==> src/rtl/mmio_net_bridge_pkg.sv <==
// Shared register map, STATUS bit positions and sticky mask for the MMIO/Hoplite bridge.
package mmio_net_bridge_pkg;

    localparam logic [4:0] OFF_TX_X       = 5'h00;
    localparam logic [4:0] OFF_TX_Y       = 5'h04;
    localparam logic [4:0] OFF_TX_DATA    = 5'h08;
    localparam logic [4:0] OFF_RX_DATA    = 5'h0C;
    localparam logic [4:0] OFF_STATUS     = 5'h10;
    localparam logic [4:0] OFF_STATUS_CLR = 5'h14;
    localparam logic [4:0] OFF_NODE       = 5'h18;
    localparam logic [4:0] OFF_COORDS     = 5'h1C;

    localparam int unsigned ST_TX_FULL      = 0;
    localparam int unsigned ST_TX_EMPTY     = 1;
    localparam int unsigned ST_RX_EMPTY     = 2;
    localparam int unsigned ST_RX_FULL      = 3;
    localparam int unsigned ST_RX_UNDERFLOW = 4;
    localparam int unsigned ST_BAD_ACCESS   = 5;
    localparam int unsigned ST_RX_COUNT_LSB = 8;

    localparam logic [31:0] STICKY_MASK = 32'h0000_0030;

endpackage

==> src/rtl/mmio_net_bridge_sync_fifo.sv <==
// Synchronous FIFO with first-word-fall-through output; dout reads zero while empty.
module sync_fifo #(
    parameter int unsigned WIDTH = 8,
    parameter int unsigned DEPTH = 4
) (
    input  logic                     clk,
    input  logic                     reset,
    input  logic                     push,
    input  logic [WIDTH-1:0]         din,
    input  logic                     pop,
    output logic [WIDTH-1:0]         dout,
    output logic                     full,
    output logic                     empty,
    output logic [$clog2(DEPTH):0]   count
);

    localparam int unsigned AW = $clog2(DEPTH);

    logic [WIDTH-1:0] mem_q [DEPTH];
    logic [AW-1:0]    wr_ptr_q, rd_ptr_q;
    logic [AW:0]      count_q;
    logic             do_push, do_pop;

    assign full    = (count_q == (AW + 1)'(DEPTH));
    assign empty   = (count_q == '0);
    assign count   = count_q;
    assign do_push = push && !full;
    assign do_pop  = pop && !empty;
    assign dout    = empty ? '0 : mem_q[rd_ptr_q];

    always_ff @(posedge clk) begin
        if (reset) begin
            wr_ptr_q <= '0;
            rd_ptr_q <= '0;
            count_q  <= '0;
        end else begin
            if (do_push) wr_ptr_q <= wr_ptr_q + AW'(1);
            if (do_pop)  rd_ptr_q <= rd_ptr_q + AW'(1);
            case ({do_push, do_pop})
                2'b10:   count_q <= count_q + (AW + 1)'(1);
                2'b01:   count_q <= count_q - (AW + 1)'(1);
                default: count_q <= count_q;
            endcase
        end
    end

    // Storage is not reset; stale words are hidden by the empty gate on dout.
    always_ff @(posedge clk) begin
        if (do_push) mem_q[wr_ptr_q] <= din;
    end

endmodule

==> src/rtl/mmio_net_bridge.sv <==
// PicoRV32 native-bus to Hoplite port bridge with TX/RX FIFOs and sticky status.
// Define MMIO_NET_BRIDGE_BLOCKING_RX_EN to make RX_DATA reads on empty stall instead of underflow.
module mmio_net_bridge
    import mmio_net_bridge_pkg::*;
#(
    parameter logic [31:0] BASE_ADDR   = 32'h1000_0000,
    parameter int unsigned COORD_BITS  = 1,
    parameter int unsigned DATA_BITS   = 32,
    parameter int unsigned TX_DEPTH    = 4,
    parameter int unsigned RX_DEPTH    = 4,
    parameter int unsigned X_COORD     = 0,
    parameter int unsigned Y_COORD     = 0,
    parameter int unsigned NODE_NUMBER = 0
) (
    input  logic                  clk,
    input  logic                  reset,
    input  logic                  mem_valid,
    input  logic [31:0]           mem_addr,
    input  logic [31:0]           mem_wdata,
    input  logic [3:0]            mem_wstrb,
    output logic                  mem_ready,
    output logic [31:0]           mem_rdata,
    output logic                  sel,
    output logic [COORD_BITS-1:0] tx_x_coord,
    output logic [COORD_BITS-1:0] tx_y_coord,
    output logic [DATA_BITS-1:0]  tx_message,
    output logic                  tx_valid,
    input  logic                  tx_ready,
    input  logic [DATA_BITS-1:0]  rx_message,
    input  logic                  rx_valid,
    output logic                  rx_ready
);

    localparam int unsigned TxW = 2 * COORD_BITS + DATA_BITS;

    logic                        mem_ready_q;
    logic [31:0]                 mem_rdata_q, rdata_d;
    logic [COORD_BITS-1:0]       tx_x_q, tx_x_d, tx_y_q, tx_y_d;
    logic                        underflow_q, underflow_d, bad_q, bad_d;
    logic                        set_underflow, set_bad;
    logic [31:0]                 clr_mask, status;
    logic [4:0]                  offset;
    logic                        is_write, full_strobe, stall, accept;
    logic                        tx_push, tx_pop, tx_full, tx_empty;
    logic                        rx_push, rx_pop, rx_full, rx_empty;
    logic [TxW-1:0]              tx_dout;
    logic [DATA_BITS-1:0]        rx_dout;
    logic [$clog2(TX_DEPTH):0]   tx_count;
    logic [$clog2(RX_DEPTH):0]   rx_count;
    logic                        unused_bits;

    assign sel         = mem_valid && (mem_addr[31:5] == BASE_ADDR[31:5]);
    assign offset      = {mem_addr[4:2], 2'b00};
    assign is_write    = |mem_wstrb;
    assign full_strobe = (mem_wstrb == 4'hF);
    assign unused_bits = ^{mem_addr[1:0], mem_wdata, tx_count};

    always_comb begin
        stall = 1'b0;
        if (is_write && full_strobe && offset == OFF_TX_DATA && tx_full) stall = 1'b1;
`ifdef MMIO_NET_BRIDGE_BLOCKING_RX_EN
        if (!is_write && offset == OFF_RX_DATA && rx_empty) stall = 1'b1;
`endif
    end

    assign accept = sel && !mem_ready_q && !stall;

    always_comb begin
        status                           = '0;
        status[ST_TX_FULL]               = tx_full;
        status[ST_TX_EMPTY]              = tx_empty;
        status[ST_RX_EMPTY]              = rx_empty;
        status[ST_RX_FULL]               = rx_full;
        status[ST_RX_UNDERFLOW]          = underflow_q;
        status[ST_BAD_ACCESS]            = bad_q;
        status[ST_RX_COUNT_LSB +: 8]     = 8'(rx_count);
    end

    always_comb begin
        tx_x_d        = tx_x_q;
        tx_y_d        = tx_y_q;
        tx_push       = 1'b0;
        rx_pop        = 1'b0;
        rdata_d       = '0;
        set_underflow = 1'b0;
        set_bad       = 1'b0;
        clr_mask      = '0;
        if (accept) begin
            if (is_write) begin
                if (!full_strobe) begin
                    set_bad = 1'b1;
                end else begin
                    case (offset)
                        OFF_TX_X:       tx_x_d   = mem_wdata[COORD_BITS-1:0];
                        OFF_TX_Y:       tx_y_d   = mem_wdata[COORD_BITS-1:0];
                        OFF_TX_DATA:    tx_push  = 1'b1;
                        OFF_STATUS_CLR: clr_mask = mem_wdata & STICKY_MASK;
                        default:        set_bad  = 1'b1;
                    endcase
                end
            end else begin
                case (offset)
                    OFF_RX_DATA: begin
                        if (!rx_empty) begin
                            rx_pop  = 1'b1;
                            rdata_d = 32'(rx_dout);
                        end else begin
                            set_underflow = 1'b1;
                        end
                    end
                    OFF_STATUS: rdata_d = status;
                    OFF_NODE:   rdata_d = 32'(NODE_NUMBER);
                    OFF_COORDS: rdata_d = {16'(Y_COORD), 16'(X_COORD)};
                    default:    set_bad = 1'b1;
                endcase
            end
        end
        // A set in the same cycle as a clear leaves the flag set.
        underflow_d = (underflow_q && !clr_mask[ST_RX_UNDERFLOW]) || set_underflow;
        bad_d       = (bad_q && !clr_mask[ST_BAD_ACCESS]) || set_bad;
    end

    always_ff @(posedge clk) begin
        if (reset) begin
            mem_ready_q <= 1'b0;
            mem_rdata_q <= '0;
            tx_x_q      <= '0;
            tx_y_q      <= '0;
            underflow_q <= 1'b0;
            bad_q       <= 1'b0;
        end else begin
            mem_ready_q <= accept;
            mem_rdata_q <= rdata_d;
            tx_x_q      <= tx_x_d;
            tx_y_q      <= tx_y_d;
            underflow_q <= underflow_d;
            bad_q       <= bad_d;
        end
    end

    assign mem_ready = mem_ready_q;
    assign mem_rdata = mem_rdata_q;

    assign tx_valid = !tx_empty;
    assign tx_pop   = tx_valid && tx_ready;
    assign rx_ready = !rx_full;
    assign rx_push  = rx_valid && rx_ready;

    assign tx_x_coord = tx_dout[TxW-1 -: COORD_BITS];
    assign tx_y_coord = tx_dout[DATA_BITS +: COORD_BITS];
    assign tx_message = tx_dout[DATA_BITS-1:0];

    sync_fifo #(
        .WIDTH (TxW),
        .DEPTH (TX_DEPTH)
    ) u_tx_fifo (
        .clk   (clk),
        .reset (reset),
        .push  (tx_push),
        .din   ({tx_x_q, tx_y_q, mem_wdata[DATA_BITS-1:0]}),
        .pop   (tx_pop),
        .dout  (tx_dout),
        .full  (tx_full),
        .empty (tx_empty),
        .count (tx_count)
    );

    sync_fifo #(
        .WIDTH (DATA_BITS),
        .DEPTH (RX_DEPTH)
    ) u_rx_fifo (
        .clk   (clk),
        .reset (reset),
        .push  (rx_push),
        .din   (rx_message),
        .pop   (rx_pop),
        .dout  (rx_dout),
        .full  (rx_full),
        .empty (rx_empty),
        .count (rx_count)
    );

endmodule

==> config.mk <==
export PLATFORM = sky130hd
export DESIGN_NAME = mmio_net_bridge
export DESIGN_NICKNAME = d
export VERILOG_FILES = /design/src/rtl/mmio_net_bridge_pkg.sv /design/src/rtl/mmio_net_bridge_sync_fifo.sv /design/src/rtl/mmio_net_bridge.sv
export SDC_FILE = /design/constraint.sdc
export NUM_CORES = 1
export LEC_CHECK = 0
export CORE_MARGIN = 5
export CORE_UTILIZATION = 35
export DETAILED_ROUTE_END_ITERATION = 10
export PLACE_DENSITY_LB_ADDON = 0.08
export SYNTH_ARGS = -nofsm -noshare
export SYNTH_HDL_FRONTEND = slang
export SYNTH_SLANG_ARGS = --single-unit
==> constraint.sdc <==
create_clock -name clk -period 6.3 [get_ports clk]
set_input_delay 1.26 -clock clk [delete_from_list [all_inputs] [get_ports clk]]
set_output_delay 1.26 -clock clk [all_outputs]
set_load 0.02 [all_outputs]
==> results of run 1 <==
-- layout by cell type, fill, tap and decap left out, types with 5 or more instances in the layout --
cell type	instances
edfxtp_1	264
clkdlybuf4s50_1	172
mux4_2	66
dfxtp_1	51
and2_1	35
clkbuf_16	35
nor2_1	27
inv_1	14
nand2_1	10
nor2b_4	10
nor2b_2	10
ha_1	10
clkbuf_1	8
a22oi_1	7
clkinv_1	6
xor2_1	5
a21oi_1	5
o21ai_0	5
buf_4	5
-- cell type report --
cell class	count	area, µm²
Sequential cell	319	9034
Multi-Input combinational cell	253	2894
Inverter	15	61.31
Timing Repair Buffer	177	1759
Fill cell	2966	18820
Antenna cell	1	2.502
Clock buffer	46	947.2
Tap cell	455	569.3
Clock inverter	16	196.4
-- final timing paths --
path                                    from                               end  slack [ns]
max                             mem_addr[31]                               sel        1.68
min reg2reg              tx_x_q$_SDFFE_PP0P_  u_tx_fifo.mem_q[2][33]$_DFFE_PP_        0.52
max reg2reg  u_tx_fifo.count[0]$_SDFFE_PP0P_   u_tx_fifo.count[2]$_SDFFE_PP0P_        3.69
min                      tx_x_q$_SDFFE_PP0P_  u_tx_fifo.mem_q[2][33]$_DFFE_PP_        0.52
-- power breakdown --
group	total [mW]	switching, mW	internal [mW]
combinational	0.161	0.0727	0.0887
clock	2.01	0.782	1.23
sequential	2.34	0.0104	2.33
total	4.51	0.865	3.64
-- Yosys cell counts, types with 8 or more instances --
library cell,number,area share (%)
and2_1,39,2.0
buf_2,8,0.33
clkbuf_1,14,0.43
dfxtp_1,55,9.1
edfxtp_1,264,66
ha_1,10,1.0
inv_1,14,0.43
mux4_2,66,12
nand2_1,10,0.31
nor2_1,27,0.84
nor2b_2,10,0.72
nor2b_4,10,1.1
-- through the flow --
| stage | hold slack, ns | power [mW] |
|---|---|---|
| 5_1_grt | 0.5322 | 4.678 |
| 3_5_place_dp | 0.4938 | 2.548 |
| 3_3_place_gp | 0.4868 | 2.539 |
| 6_report | 0.5177 | 4.508 |
| 4_1_cts | 0.5131 | 4.574 |
| 2_1_floorplan | 0.4597 | 2.439 |
-- sequential cells by signal, indices dropped and copies added, names as in the netlist, 2 cells and up, named ones only --
signal and count:
u_rx_fifo.count 3, u_tx_fifo.wr_ptr_q 2, u_tx_fifo.mem_q 136, u_tx_fifo.rd_ptr_q 2, u_tx_fifo.count 3, u_rx_fifo.mem_q 128
u_rx_fifo.wr_ptr_q 2, u_rx_fifo.rd_ptr_q 2, mem_rdata 32
-- layer usage --
layer	vias up	track usage, %	routed length [µm]
li1	2790	-	-
met1	3116	15.57	10250
met2	151	24.33	13550
met3	43	3.589	1455
met4	6	3.698	526
met5	-	0	36
-- critical path, cell delays in order --
cell	delay (ns)
clkdlybuf4s50_1	0.41
nor4b_1	0.29
nand3_1	0.30
or2_4	0.36
clkinv_4	0.08
clkdlybuf4s50_1	0.66
-- cells by family (layout without fill, tap and decap cells) --
| logic type | after synthesis | in the layout |
|---|---|---|
| DFF | 319 | 319 |
| and+or+nand+nor | 140 | 140 |
| muxes | 70 | 70 |
| buffers and inverters | 39 | 254 |
| AOI/OAI and AO/OA | 22 | 22 |
| adders and majority gates | 12 | 12 |
| xor gates and xnor gates | 9 | 9 |
| other | 0 | 1 |
==> impl_metrics.py, run 1 <==
metrics = {
    "final_layout": {
        "drive_gt1_share_pct": 20.22,
        "final_area_um2": 15460,
        "area_growth_pct": 27.91,
        "stdcell_count": 1282,
        "nNetsFinal": 917,
        "final_util_pct": 45.10,
    },
    "timing": {
        "timing.final.crit_share_pct": 73.37,
        "finalSetupViolCount": 0,
        "grt_setup_unrepaired": "false",
        "max_slew_margin_pct": 32.54,
        "fmax_ghz": 0.2163,
        "final_hold_viol_count": 0,
        "drv_slew": 0,
        "skew_ns": 0.01740,
        "finalSetupTns_ns": 0,
        "worst_slew_pin_slew_ns": 1.012,
        "min_period_ns": 4.623,
        "setup_ws_ns": 1.677,
    },
    "flow_run": {
        "drv_cap": 0,
    },
    "global_routing": {
        "grt_first_pass_wirelength_um": 39520,
        "grt_max_degree": 37,
        "grt_pass1_vias": 6823,
        "grt_usage_pct": 13.37,
        "antenna_found_initial": 4,
        "grt_overflow_total": 0,
    },
    "clock_tree": {
        "cts_buffers": 34,
        "cts_resized": 0,
        "cts-root-buf": "clkbuf_16",
        "worstSkewPairLatency_ns": 0.51,
        "cts_hold_buf": 0,
        "cts_tree": "yes",
        "clock-sinks": 319,
        "cts_setup_buffers": 0,
        "cts.clk_slew.worst_paths_ns": 0.06,
        "ctsHtreeMaxLevel": 2,
        "clock_path_buffers": 3,
    },
    "detailed_routing": {
        "viasPerCell": 4.763,
        "finalWirelength_um": 25830,
        "avgRoutedWirePerCell_um": 20.15,
        "vias": 6106,
        "drt_iter0_drc": 254,
        "firstDrtPassIters": 4,
        "final_antenna_net_count": 0,
        "post-route-drc-count": 0,
    },
    "worst_setup_path": {
        "crit_required_ns": 5.04,
        "cp_max_fo": 6,
        "crit_type": "in -> out",
        "reg2reg_depth": 10,
        "critPathLaunchType": "primary input",
        "worstPathArrival_ns": 3.36,
        "crit_path_end_kind": "output pin",
    },
    "placed_design": {
        "gp_congestion": 0.7600,
        "place_ws_ns": 1.625,
        "dp_cells": 1219,
        "dpl-instance-area_um2": 14320,
        "io_buffers": 172,
        "dp_hpwl_um": 15820,
    },
    "outcome": {
        "outcome": "finished, final reports clean",
    },
    "yosys": {
        "synth_edf_count": 264,
        "syn_area_per_cell_um2": 19.79,
        "ys_types": 47,
        "synth-adder-area-share_pct": 1.366,
        "synth_compound_area_share_pct": 1.211,
        "ys_dominant_reg_cell": "edfxtp_1",
        "synth-simple-area-share_pct": 7.990,
        "async_flop_share_pct": 0,
        "synth_top_family_by_area": "multiplexers",
        "yosysWarningCount": 0,
        "yosysSeqAreaShare_pct": 74.68,
        "synth_seq_cells": 319,
        "synth_nets": 728,
        "synth_xor_area_share_pct": 0.6520,
        "netlist_area_um2": 12090,
        "syn_inst": 611,
        "synthMuxAreaShare_pct": 12.64,
    },
    "power": {
        "p_per_area_nw_per_um2": 291.5,
        "peakVddDrop_mv": 0.1823,
        "leakagePower_nw": 4.891,
    },
    "worst_hold_path": {
        "hold_path_class": "reg -> reg",
        "hold_path_depth": 0,
    },
    "floorplan": {
        "fp.coreArea_um2": 34290,
        "die_w_um": 195.9,
        "rows": 68,
        "io_pins": 175,
        "initial_core_util_pct": 35.26,
        "die_y_um": 195.9,
        "die_area_um2": 38360,
    },
}
Note: power is estimated with default switching activity, not from simulation.
==> run 2, diff against run 1 <==
Clock period 6.3 ns to 4.2 ns, I/O delays scaled along.
==> run 2 against run 1 <==
- utilization increased by 0.38 points
- critical path depth is the same
- sequential cell count unchanged
- clock-buffer cell count is 7 higher
- final cell count grew 1.1%
- combinational power up 53%
- die area unchanged
- hold slack improved by 0.0016 ns
- worst setup slack got worse by 1.3 ns
- power rose by 49%
- register-to-register slack worse by 2.3 ns
- highest routed layer unchanged
==> impl_metrics.py, run 2 (synthesis results as in run 1) <==
metrics = {
    "final_layout": {
        "nNetsFinal": 928,
        "final_util_pct": 45.48,
        "mostFrequentLayoutCells": "264 x edfxtp_1, 172 x clkdlybuf4s50_1, 66 x mux4_2",
        "final_common_cell": "edfxtp_1",
        "drive_gt1_share_pct": 21.22,
        "largest-register": "u_tx_fifo.mem_q",
        "area_growth_pct": 28.99,
        "largest_reg_flops": 136,
    },
    "detailed_routing": {
        "post-route-drc-count": 0,
        "avgRoutedWirePerCell_um": 20.52,
        "firstDrtPassIters": 4,
        "vias": 6120,
        "drt_iter0_drc": 231,
        "viasPerCell": 4.722,
        "finalWirelength_um": 26590,
        "final_antenna_net_count": 0,
    },
    "placed_design": {
        "dp_hpwl_um": 16690,
        "io_buffers": 172,
        "place_ws_ns": 0.3091,
        "gp_congestion": 0.7489,
    },
    "clock_tree": {
        "cts.clk_slew.worst_paths_ns": 0.06,
        "cts_resized": 0,
        "clock-sinks": 319,
        "cts_tree": "yes",
        "cts-root-buf": "clkbuf_16",
        "clock_path_buffers": 3,
        "worstSkewPairLatency_ns": 0.51,
        "cts_buffers": 36,
        "cts_setup_buffers": 0,
        "cts_hold_buf": 0,
        "ctsHtreeMaxLevel": 2,
    },
    "worst_setup_path": {
        "worstPathArrival_ns": 3.03,
        "crit_type": "in -> out",
        "cp_max_fo": 6,
        "crit_path_end_kind": "output pin",
        "critPathLaunchType": "primary input",
        "crit_required_ns": 3.36,
    },
    "global_routing": {
        "antenna_found_initial": 4,
        "grt_max_degree": 35,
        "grt_usage_pct": 13.74,
        "grt_pass1_vias": 6827,
        "grt_overflow_total": 0,
        "grt_first_pass_wirelength_um": 40680,
    },
    "timing": {
        "skew_ns": 0.01649,
        "setup_ws_ns": 0.3337,
        "max_slew_margin_pct": 35.40,
        "fmax_ghz": 0.2586,
        "grt_setup_unrepaired": "false",
        "finalSetupViolCount": 0,
        "min_period_ns": 3.866,
        "finalSetupTns_ns": 0,
        "drv_slew": 0,
        "final_hold_viol_count": 0,
        "worst_slew_pin_slew_ns": 0.9690,
        "timing.final.crit_share_pct": 92.05,
    },
    "floorplan": {
        "fp.coreArea_um2": 34290,
        "die_area_um2": 38360,
        "rows": 68,
        "die_w_um": 195.9,
        "initial_core_util_pct": 35.26,
        "die_y_um": 195.9,
        "io_pins": 175,
    },
    "power": {
        "leakagePower_nw": 4.956,
        "peakVddDrop_mv": 0.2623,
        "p_per_area_nw_per_um2": 430.4,
    },
    "outcome": {
        "outcome": "finished, final reports clean",
    },
    "flow_run": {
        "drv_cap": 0,
    },
    "worst_hold_path": {
        "hold_path_class": "reg -> reg",
    },
}
[run 2: cell types whose count changed in the layout (fill, tap and decap cells not counted), moves of 3 or more]
cell	before	now
bufinv_16	4	0
clkbuf_8	3	6
buf_12	0	5
clkbuf_16	35	38
buf_4	5	9
[run 2: per-stage QoR]
step / hold slack, ns / power [mW] / area [µm²] / cells
global placement: 0.4843 / 3.808 / 14450 / 1228
detailed placement: 0.5058 / 3.825 / 14450 / 1228
finish: 0.5193 / 6.711 / 15590 / 1296
global route: 0.5342 / 6.956 / 15590 / 1294
CTS: 0.5199 / 6.810 / 15590 / 1294
floorplan: 0.4597 / 3.659 / 12090 / 611
[run 2: worst paths after layout]
kind                                    from                                to  slack (ns)  cells past startpoint
min                      tx_x_q$_SDFFE_PP0P_  u_tx_fifo.mem_q[2][33]$_DFFE_PP_        0.52                      0
max                             mem_addr[25]                               sel        0.33                      6
max reg2reg  u_tx_fifo.count[0]$_SDFFE_PP0P_   u_tx_fifo.count[2]$_SDFFE_PP0P_        1.43                      9
min reg2reg              tx_x_q$_SDFFE_PP0P_  u_tx_fifo.mem_q[2][33]$_DFFE_PP_        0.52                      0
[run 2: per-layer routing]
layer  track usage, %  vias to the layer above  share of wire, %
met5                0                        -              0.21
met4            3.569                        8               2.0
met1            15.98                     3115                40
met3            3.847                       42               5.6
met2            25.03                      141                53
li1                 -                     2814                 -
[run 2: report_power, final]
part	internal, mW	switching [mW]	leakage (nW)
combinational	0.134	0.112	1.57
clock	1.76	1.19	0.556
sequential	3.49	0.0159	2.83
total	5.39	1.32	4.96
[run 2: cell type report]
type / count / area (µm²)
antenna: 2 / 5.005
clock buffer: 53 / 1067
clock inverter: 13 / 73.82
fill: 2949 / 18690
inverter: 15 / 61.31
multi-input combinational: 253 / 2894
sequential: 319 / 9034
tap: 455 / 569.3
timing repair buffer: 186 / 1889
[run 2: critical path: stages]
cell,delay [ns]
clkdlybuf4s50_1,0.43
nor4_1,0.33
nand3_1,0.31
or2_4,0.35
clkinv_4,0.08
clkdlybuf4s50_1,0.68
